**config.mk**
```make
export PLATFORM = sky130hd
export DESIGN_NAME = weight_loader
export DESIGN_NICKNAME = d
export VERILOG_FILES = /design/src/rtl/weight_loader.sv
export SDC_FILE = /design/constraint.sdc
export NUM_CORES = 1
export LEC_CHECK = 0
export ABC_AREA = 0
export ABC_CLOCK_PERIOD_IN_PS = 2100
export CAP_MARGIN = 20
export CORE_MARGIN = 4
export CORE_UTILIZATION = 47
export DETAILED_ROUTE_END_ITERATION = 8
export PLACE_DENSITY = 0.8
export SYNTH_ARGS = -nofsm -noshare
export SYNTH_HDL_FRONTEND = slang
export SYNTH_SLANG_ARGS = --single-unit
```
**constraint.sdc**
```tcl
create_clock -name clock -period 2.1 [get_ports clock]
set_clock_uncertainty 0.2 [all_clocks]
set_input_delay 0.42 -clock clock [delete_from_list [all_inputs] [get_ports clock]]
set_output_delay 0.42 -clock clock [all_outputs]
set_load 0.005 [all_outputs]
```
**src/rtl/weight_loader.sv**
```systemverilog
// rtl/weight_loader.sv - packs N weight words and commits them to the convolver weight register
module weight_loader #(
    parameter int N          = 9,
    parameter int DATA_WIDTH = 16,
    parameter int CNT_WIDTH  = $clog2(N)
) (
    input  logic                    clock,
    input  logic                    reset,
    input  logic                    start,
    input  logic                    in_valid,
    input  logic [DATA_WIDTH-1:0]   in_data,
    output logic                    in_ready,
    input  logic                    conv_busy,
    output logic                    busy,
    output logic                    write,
    output logic [N*DATA_WIDTH-1:0] weight_write
);

    typedef enum logic [1:0] {IDLE, LOAD, HOLD, COMMIT} state_t;

    localparam logic [CNT_WIDTH-1:0] LAST = CNT_WIDTH'(N - 1);

    state_t               state;
    state_t               next_state;
    logic [CNT_WIDTH-1:0] count;
    logic                 accept;
    logic                 last_word;

    assign in_ready  = (state == LOAD);
    assign accept    = in_valid && in_ready;
    assign last_word = accept && (count == LAST);

    // Next-state decode; the commit is parked in HOLD while the convolver is busy
    always_comb begin
        next_state = state;
        case (state)
            IDLE:    if (start) next_state = LOAD;
            LOAD:    if (last_word) next_state = conv_busy ? HOLD : COMMIT;
            HOLD:    if (!conv_busy) next_state = COMMIT;
            COMMIT:  next_state = IDLE;
            default: next_state = IDLE;
        endcase
    end

    // State register with busy/write registered from the upcoming state
    always_ff @(posedge clock) begin
        if (!reset) begin
            state <= IDLE;
            busy  <= 1'b0;
            write <= 1'b0;
        end else begin
            state <= next_state;
            busy  <= (next_state != IDLE);
            write <= (next_state == COMMIT);
        end
    end

    // Word counter: cleared when a load starts, advanced on each accepted word
    always_ff @(posedge clock) begin
        if (!reset) begin
            count <= '0;
        end else if ((state == IDLE) && start) begin
            count <= '0;
        end else if (accept) begin
            count <= count + CNT_WIDTH'(1);
        end
    end

    // Shadow buffer doubles as the output vector; untouched slots keep old words
    always_ff @(posedge clock) begin
        if (!reset) begin
            weight_write <= '0;
        end else if (accept) begin
            for (int k = 0; k < N; k++) begin
                if (count == CNT_WIDTH'(k)) begin
                    weight_write[k*DATA_WIDTH +: DATA_WIDTH] <= in_data;
                end
            end
        end
    end

endmodule

```
==> run_results.csv <==
group,metric,value,unit
detailed_routing,drt_iter0_drc,228,
worst_setup_path,end_kind,"primary output",
worst_setup_path,critPathKind,"register to primary output",
final_layout,fill_cells,855,
final_layout,num_antenna_cells,0,
clocking,cts_buffers,17,
clocking,tritoncts,"built",
worst_setup_path,cpMaxStageDelayCell,"clkdlybuf4s50_1",
global_routing,grtUsageTotal,22.37,%
clocking,cts_buffer_depth,2,
logic_synthesis,synth_top_family_by_area,"multiplexers",
detailed_routing,drtAntennaViolNets,0,
worst_setup_path,cp-start-kind,"register",
global_routing,grt_max_degree,32,
logic_synthesis,ys_seq_area_share,53.31,%
die,fp.dieW,118.2,µm
logic_synthesis,ys_ff_latch,152,
detailed_routing,drc,0,
global_routing,grt_pass1_vias,4741,
die,ioPinCount,168,
final_layout,multi_input_area,2426,µm²
clocking,cts-root-buf,"clkbuf_16",
worst_setup_path,required,1480,ps
final_layout,regArea,3050,µm²
sta,final-setup-viol-count,0,
worst_setup_path,arrival,1400,ps
final_layout,drive_gt1_share,8.966,%
detailed_routing,routed_wl,15510,µm
sta,finalCritPeriodShare,96.21,%
final_layout,fin_util,70.60,%
worst_setup_path,critPathBufInv,1,
clocking,clk-insertion-delay-late,410,ps
logic_synthesis,synth_compound_area_share,1.271,%
sta,worst_slew_pin_slew,534.0,ps
final_layout,finalNonFillerCells,868,
worst_setup_path,path_cells,"nor2b_2, clkdlybuf4s50_1",
power,ir_worst_vdd,478.2,µV
power,power_leakage,3.087,nW
logic_synthesis,synth_nets,560,
detailed_routing,drtPass1Iterations,5,
die,rows,39,
logic_synthesis,synth_cell_types,31,
sta,fmax,495.0,MHz
sta,layout_min_cycle_time,2020,ps
logic_synthesis,ys_warn_count,0,
clocking,holdBufCountCts,0,
detailed_routing,viasPerCell,5.127,
logic_synthesis,synth_area,5708,µm²
worst_setup_path,cp_max_fo,10,
final_layout,syn2layout_area_growth,44.26,%
placement,pre_cts_ws,-150.1,ps
clocking,cts_max_level,4,
sta,hold_viol_final,0,
placement,place_hpwl,11020,µm
clocking,numClockSinks,152,
min_path,worstHoldPathType,"input port to register",
logic_synthesis,syn_avg_cell_area,10.67,µm²
detailed_routing,vias,4450,
sta,relSlewSlack,64.32,%
worst_setup_path,critPathMaxStageDelay,500,ps
die,die_area,13970,µm²
logic_synthesis,synth_mux_area_share,25.25,%
run_status,run_status,"completed",
die,coreArea,11660,µm²
placement,globalplace.congestion,0.8249,
power,p_per_area,755.1,nW/µm²
logic_synthesis,synthSimpleGateAreaFrac,14.75,%
sta,holdWs,218.8,ps
sta,slew_violations,0,
die,start_util,48.94,%
sta,fin_ws,79.60,ps
sta,rsz0062_at_grt,"false",
global_routing,antenna_found_initial,0,
worst_setup_path,crit_family,"buffers and inverters",
final_layout,finalNetCount,737,
global_routing,overflow,0,
die,die_h,118.2,µm
detailed_routing,routedWlPerCell,17.87,µm
global_routing,grt_pass1_wl,25030,µm
clocking,path_clk_slew,60,ps
logic_synthesis,synth_fa_ha_area_share,0.8768,%
power,power,6.218,mW
logic_synthesis,syn_inst,535,
logic_synthesis,synth_xor_area_share,0.1534,%
placement,io_buffers,167,
run,maxCapViolCount,0,
placement,dpl.cell_count,835,
[synth_stat cells]
master | n | area share (%)
nand2_1 | 164 | 11
dfxtp_1 | 152 | 53
mux2i_1 | 144 | 25
clkbuf_1 | 17 | 1.1
buf_4 | 7 | 0.92
buf_6 | 6 | 1.2
inv_1 | 6 | 0.39
a21oi_1 | 4 | 0.35
ha_1 | 4 | 0.88
nor3_4 | 3 | 0.85
buf_12 | 2 | 0.70
nand3_4 | 2 | 0.61
nor2_1 | 2 | 0.13
nor2_4 | 2 | 0.39
nor2b_1 | 2 | 0.22
o21a_1 | 2 | 0.26
o31ai_1 | 2 | 0.26
a211oi_1 | 1 | 0.13
and3_1 | 1 | 0.11
and3b_1 | 1 | 0.15
buf_1 | 1 | 0.066
nand2b_1 | 1 | 0.11
nand3_1 | 1 | 0.088
nand3b_4 | 1 | 0.35
nand4b_1 | 1 | 0.15
nand4b_4 | 1 | 0.42
nor4b_2 | 1 | 0.26
o211a_1 | 1 | 0.18
o21ai_0 | 1 | 0.088
or3_1 | 1 | 0.11
xor2_1 | 1 | 0.15
[logic make-up (layout without fill, tap and decap cells)]
group           count (synthesis)  count (layout)
buf+inv                        39             229
mux                           144             144
simple gates                  184             184
compound gates                 11              11
flops                         152             152
fa+ha+maj                       4               4
xor+xnor                        1               1
[cell usage in the layout (no fill, tap or decap), types with 2 or more instances in the layout]
cell	synthesis	routed
dfxtp_4	0	2
nand3_4	2	2
o21a_1	2	2
buf_12	2	10
dfxtp_1	152	150
nor2_1	2	2
nor2_4	2	2
mux2i_1	144	144
clkinv_2	0	5
nand2_1	164	164
nor3_4	3	3
bufinv_16	0	3
inv_1	6	6
clkdlybuf4s50_1	0	166
buf_4	7	15
o31ai_1	2	2
clkbuf_16	0	17
a21oi_1	4	4
clkbuf_1	17	5
ha_1	4	4
[through the flow]
| step | setup TNS, ps | area, µm² |
|---|---|---|
| after floorplan | 0 | 5708 |
| after global placement | -1840 | 7635 |
| after detailed placement | -7932 | 7635 |
| after CTS | 0 | 8232 |
| after global routing | 0 | 8234 |
| final | 0 | 8234 |
[worst min-delay path: stages]
cell	delay, ps
buf_4	210
nand2_1	100
mux2i_1	50
[state kept, by name (all words and copies together), names as in the netlist]
name / cells
weight_write: 144
count: 4
state: 2
busy: 1
write: 1
[repair_timing]
| action | 4_1_cts | 5_1_grt |
|---|---|---|
| resized for setup | 4 | 1 |
| pin swaps | 0 | 0 |
| buffers inserted | 1 | 0 |
| endpoints found under the setup margin | 1 | 1 |
[layer usage]
layer,share of wire (%),GRT usage [%],vias to the layer above
li1,-,-,2138
met1,43,26.66,2138
met2,48,37.91,150
met3,6.5,7.116,24
met4,1.8,8.205,0
met5,0,0,-
[final timing paths]
| path | startpoint | to | slack (ps) | cells past startpoint |
|---|---|---|---|---|
| max | state[1]$_SDFF_PN0_ | in_ready | 80 | 2 |
| min | reset | weight_write[91]$_SDFFE_PN0P_ | 220 | 3 |
| max reg2reg | count[0]$_SDFFE_PP0P_ | weight_write[130]$_SDFFE_PN0P_ | 210 | 6 |
| min reg2reg | weight_write[52]$_SDFFE_PN0P_ | weight_write[52]$_SDFFE_PN0P_ | 260 | 2 |
[layout make-up]
type	count	area share (%)
flip-flops and latches	152	37.05
multi-input cells	344	29.46
repair buffers	191	23.98
clock buffers	23	5.561
well taps	143	2.173
clock inverters	9	1.504
inverters	6	0.2735
[power by group]
group	internal, mW	switching [mW]	total, mW
combinational	0.119	0.166	0.285
clock	1.89	1.12	3.02
sequential	2.90	0.0135	2.92
total	4.91	1.30	6.22
(Power assumes the default switching activity.)
